`src/rtl/kbd_display_scan_ctrl.sv`:
```
// kbd_display_scan_ctrl: PS/2 set-2 parser keeping the last 4 make codes and scanning them onto 4 muxed 7-seg digits.
// Optional typematic-repeat suppression is compiled in with `define AUTOREPEAT_FILTER_EN.
module kbd_display_scan_ctrl #(
  parameter int          REFRESH_CNT = 50000,
  parameter logic [7:0]  BREAK_CODE  = 8'hF0,
  parameter logic [7:0]  EXT_CODE    = 8'hE0
) (
  input  logic       clk,
  input  logic       rst,
  input  logic [7:0] code_in,
  input  logic       code_valid,
  input  logic       clr,
  output logic [7:0] scan_sel,
  input  logic [6:0] seg_in,
  output logic [6:0] seg_out,
  output logic [3:0] an,
  output logic       key_pulse
);
  localparam int CW = $clog2(REFRESH_CNT);
  typedef enum logic [1:0] {S_IDLE, S_BRK, S_EXT, S_EXT_BRK} state_t;
  state_t          state, state_nx;
  logic [7:0]      hist [4];
  logic [3:0]      slot_vld;
  logic [1:0]      idx;
  logic [CW-1:0]   cnt;
  logic            push;
  logic            rep;
`ifdef AUTOREPEAT_FILTER_EN
  logic [7:0]      held;
  logic            held_vld;
  assign rep = held_vld && code_in == held;
  always_ff @(posedge clk) begin
    if (rst || clr) begin
      held     <= 8'h00;
      held_vld <= 1'b0;
    end else if (push) begin
      held     <= code_in;
      held_vld <= 1'b1;
    end else if (code_valid && state == S_BRK && rep) begin
      held_vld <= 1'b0;
    end
  end
`else
  assign rep = 1'b0;
`endif
  always_comb begin
    state_nx = state;
    push     = 1'b0;
    if (clr) begin
      state_nx = S_IDLE;
    end else if (code_valid) begin
      case (state)
        S_IDLE: begin
          state_nx = code_in == BREAK_CODE ? S_BRK : code_in == EXT_CODE ? S_EXT : S_IDLE;
          push     = code_in != BREAK_CODE && code_in != EXT_CODE && !rep;
        end
        S_EXT:   state_nx = code_in == BREAK_CODE ? S_EXT_BRK : S_IDLE;
        default: state_nx = S_IDLE;
      endcase
    end
  end
  always_ff @(posedge clk) begin
    if (rst) state <= S_IDLE;
    else     state <= state_nx;
  end
  always_ff @(posedge clk) begin
    if (rst || clr) begin
      for (int i = 0; i < 4; i++) hist[i] <= 8'h00;
      slot_vld  <= 4'b0000;
      key_pulse <= 1'b0;
    end else begin
      if (push) begin
        hist[3]  <= hist[2];
        hist[2]  <= hist[1];
        hist[1]  <= hist[0];
        hist[0]  <= code_in;
        slot_vld <= {slot_vld[2:0], 1'b1};
      end
      key_pulse <= push;
    end
  end
  assign scan_sel = hist[idx];
  // an and seg_out share one register stage so digit select and pattern never skew
  always_ff @(posedge clk) begin
    if (rst) begin
      cnt     <= '0;
      idx     <= 2'd0;
      an      <= 4'hF;
      seg_out <= 7'h7F;
    end else begin
      cnt     <= cnt == CW'(REFRESH_CNT - 1) ? '0 : cnt + 1'b1;
      idx     <= cnt == CW'(REFRESH_CNT - 1) ? idx + 2'd1 : idx;
      an      <= ~(4'b0001 << idx);
      seg_out <= slot_vld[idx] ? seg_in : 7'h7F;
    end
  end
endmodule
```
`config.mk`:
```
export PLATFORM = sky130hd
export DESIGN_NAME = kbd_display_scan_ctrl
export DESIGN_NICKNAME = d
export VERILOG_FILES = /design/src/rtl/kbd_display_scan_ctrl.sv
export SDC_FILE = /design/constraint.sdc
export NUM_CORES = 1
export LEC_CHECK = 0
export ABC_AREA = 1
export CAP_MARGIN = 20
export CORE_MARGIN = 2
export CORE_UTILIZATION = 55
export CTS_CLUSTER_DIAMETER = 200
export DETAILED_ROUTE_END_ITERATION = 10
export PLACE_DENSITY = 0.81
export SLEW_MARGIN = 20
export SYNTH_ARGS = -nofsm -noshare
export SYNTH_HDL_FRONTEND = slang
export SYNTH_SLANG_ARGS = --single-unit
```
`constraint.sdc`:
```
create_clock -name clk -period 5 [get_ports clk]
set_clock_uncertainty 0.1 [all_clocks]
set_input_delay 1 -clock clk [delete_from_list [all_inputs] [get_ports clk]]
set_output_delay 1 -clock clk [all_outputs]
set_load 0.1 [all_outputs]
```
# --- After elaboration in Yosys (flattened, before gate mapping) ---
# Memories as Yosys holds them, arrays and structs flattened. A register that Yosys moved wholly into a read port is not among the register bits.
# Index checks and enable logic that the tools add are counted.
op_classes:
  addsub: 2
  n_lt_le_gt_ge: 1
  n_eq_ne: 6
  n_shift: 1
  n_mux: 20
  bitwise_logic: 6
  n_reduce_logical: 6
op_table:
  columns: ["op", "n"]
  rows:
  - ["$mux W8", 4]
  - ["$add A16 B1 Y16 const B", 1]
  - ["$eq A16 B16 Y1 const B", 1]
  - ["$eq A8 B8 Y1 const B", 2]
  - ["$ne A8 B8 Y1 const B", 2]
  - ["$mux W2", 5]
  - ["$mux W1", 9]
  - ["$reduce_or A2 Y1", 3]
  - ["$not A4 Y4", 1]
  - ["$or A1 B1 Y1", 4]
  - ["$pmux W2 S2", 1]
  - ["$shl A1 B2 Y4 const A", 1]
  - ["$lt A2 B3 Y1 const B", 1]
  - ["$add A2 B1 Y2 const B", 1]
  - ["$bmux W1 S2", 1]
  - ["$eq A2 B2 Y1 const B", 1]
  - ["$logic_not A2 Y1", 1]
  - ["$logic_and A1 B1 Y1", 1]
  - ["$logic_or A1 B1 Y1", 1]
  - ["$not A1 Y1", 1]
word_totals:
  ff_bits: 36
  ramBits: 32
  input_bits: 19
  output_inout_bits: 20
  wordCells: 50
  memories: 1
mem_list:
  columns: ["memory", "words", "word_bits", "rd", "rd_clocked_by_memory_dff", "wr", "line_no", "source"]
  rows:
  - ["hist", 4, 8, 4, 1, 4, "22", "logic [7:0] hist [4];"]

# --- Longest topological paths before layout ---
depth:
  depth_word: 9
  ltp_mapped: 8
  depth_no_buf: 8

# --- Least setup slack after synthesis ---
# OpenSTA, ideal clock, no wires.
synth_path:
  path_type: "reg-to-output"
  start: "reg with a tool-made name"
  end: "out scan_sel[5]"
  arrival_time_ns: 2.935
  t_required_ns: 3.900
  slack_ns: 0.965
  path_stages_with_launch: 6
  n_path_buf: 2
  cell_sequence: "dfxtp_1 > buf_2 > inv_2 > clkbuf_1 > o21ai_0 > o21ai_0"
synth_rtl:
  columns: ["element", "line_no", "source"]
  rows:
  - ["end: declaration", "13", "output logic [7:0] scan_sel,"]

==> impl_metrics.toml <==
[route]
num_vias = 2425
firstDrtPassIters = 4
ant_nets = 0
routedWlPerCell_um = 12.29
drc = 0
routed_wl_um = 5959
vias_per_cell = 5.000
initialDrtViolationCount = 147

[placement]
post_dp_cell_area_um2 = 3567
post-place-cells = 469
gp_congestion = 0.8664
dpl.hpwl_um = 4091
port_buffers = 38

[floorplanning]
rows = 27
die_y_um = 79.52
start_util_pct = 56.96
die-area_um2 = 6323
coreArea_um2 = 5507
ios = 39
die_x_um = 79.52

[synth]
yosys.area.top_type = "edfxtp_1"
ys_types = 26
yosysSeqAreaShare_pct = 54.89
syn-num-nets = 390
avgSynthCellArea_um2 = 8.570
synthesis.area_um2 = 3137
synthTopCellsByArea = "edfxtp_1, dfxtp_1, nor2_1"
synth_common_cells = "nor2_1, inv_1, nand2_1"
synth-seq-cells = 70
yosysWarningCount = 0
async_flop_share_pct = 0
synth_edf_count = 32
syn_inst = 366
yosysMostFrequentCell = "nor2_1"
synth_top_flop_cell = "dfxtp_1"
synth_top_area_share_pct = 30.63

[sta]
relSlewSlack_pct = 33.10
slew_viol_final = 0
setup_tns_ns = 0
finalCritPeriodShare_pct = 74.84
fin_crit_ns = 3.742
setup_viol = 0
tightest_slew_ns = 1.000
rsz0062_at_grt = "no"
hold_viol = 0
fmax_mhz = 267.2

[global_route]
met3_usage_pct = 4.638
grt_use_met2_pct = 35.55
grt_max_degree = 35
grt-ovfl-total = 0
grtUsageTotal_pct = 20.72
grt_antenna_before_repair = 0
grt_first_pass_wirelength_um = 10010
grtUsageMet1_pct = 24.04
busiest_layer = "met2"
grt_pass1_vias = 2328

[final_layout]
diodes = 0
utilization_pct = 68.33
final_nets = 432
drive_gt1_share_pct = 12.11
fin_area_um2 = 3762
stdcell_count = 485
area_delta_synth_final_pct = 19.94

[power]
seqPwrFrac_pct = 53.4
swShare_pct = 25.30
pwr-share-comb_pct = 9.2
p_leak_nw = 1.430
vdd_drop_max_mv = 0.2781
powerDensity_nw_per_um2 = 311.5
switchingPower_uw = 296.5
clkPwrFrac_pct = 37.4
p_int_uw = 875.5

[cts]
cts_tree = "yes"
htreeDepth = 3
clk_pin_slew_ns = 0.08
cts_sinks = 70
postCtsHoldBufs = 0
cts_resized = 0
cts_root_buffer = "clkbuf_8"
numCtsBuffers = 9
cts_buffer_depth = 2
cts_setup_buffers = 0
clk_latency_ns = 0.34

[hold_path]
hold_path_class = "flip-flop to flip-flop"

[job]
maxCapViolations = 0

[critical_path]
critPathKind = "flip-flop to output pin"
cp.required_ns = 3.90
cp.arrival_ns = 2.64
crit_fanout = 24
cp-start-kind = "flip-flop"
endpoint_kind = "output pin"

[status]
status = "complete, no violations"
[state kept, by name, summed over array words and instances, names as in the netlist, named ones only]
name and count:
hist 32, cnt 16, seg_out 7, an 4
slot_vld 4, idx 2, state 2, key_pulse 1
[stage by stage]
stage	setup WS, ns	hold slack, ns	power (mW)
after floorplan	0.9645	0.3389	0.7111
after global placement	1.772	0.3499	0.7442
after detailed placement	1.665	0.3578	0.7468
after CTS	1.267	0.3678	1.178
after global routing	1.117	0.3964	1.205
final	1.258	0.3656	1.172
[worst paths after layout]
path,startpoint,to,slack [ns],cells after the start
min,state[1]$_SDFFE_PP0P_,state[1]$_SDFFE_PP0P_,0.37,2
max reg2reg,state[1]$_SDFFE_PP0P_,hist[2][1]$_SDFFCE_PN0P_,3.26,5
min reg2reg,state[1]$_SDFFE_PP0P_,state[1]$_SDFFE_PP0P_,0.37,2
max,flip-flop,scan_sel[4],1.26,5
[area by class of cell]
cell class              instances  area (um^2)
clock buffers                  12        167.7
clock inverters                 4        27.53
multi-input cells             223         1124
well taps                      72        90.09
inverters                      65        244.0
fillers                       456         1744
repair buffers                 39        387.9
flip-flops and latches         70         1722
[worst max-delay path, stage by stage (launching register included)]
cell,delay (ns)
dfxtp_1,0.50
inv_2,0.22
a21oi_1,0.18
o21ai_0,0.11
o21ai_0,0.10
clkdlybuf4s50_1,1.18
[power by group through the flow]
stage,sequential (mW),combinational [mW],clock [mW]
6_report,0.626,0.108,0.438
5_1_grt,0.628,0.116,0.460
4_1_cts,0.626,0.108,0.443
3_5_place_dp,0.639,0.108,0
3_3_place_gp,0.638,0.106,0
2_1_floorplan,0.647,0.0637,0
[layout by cell type (no fill, tap or decap), types with 6 or more instances in the layout]
cell,n
clkdlybuf4s50_1,38
edfxtp_1,32
nand3_1,14
nand2_1,52
dfxtp_1,38
nor2_2,11
inv_1,59
a21oi_1,15
inv_2,6
o21ai_0,25
nor2_1,66
nand4_1,8
clkbuf_8,10
[per-layer routing]
metal  vias to the layer above  part of all wire [%]  wire (um)
li1                       1239                     -          -
met1                      1123                    43       2574
met2                        51                    50       3008
met3                        12                   4.2        248
met4                         0                   2.1        127
met5                         -                     0          0
[kinds of logic (layout without fill, tap and decap cells)]
| logic type | after synthesis | after routing | synth area share [%] |
|---|---|---|---|
| simple gates | 163 | 163 | 23.89 |
| compound gates | 50 | 50 | 8.536 |
| fa+ha+maj | 5 | 5 | 1.994 |
| xor+xnor | 5 | 5 | 1.396 |
| buf+inv | 73 | 120 | 9.294 |
| flops | 70 | 70 | 54.89 |
No activity file was read; power rests on OpenSTA's default activity.
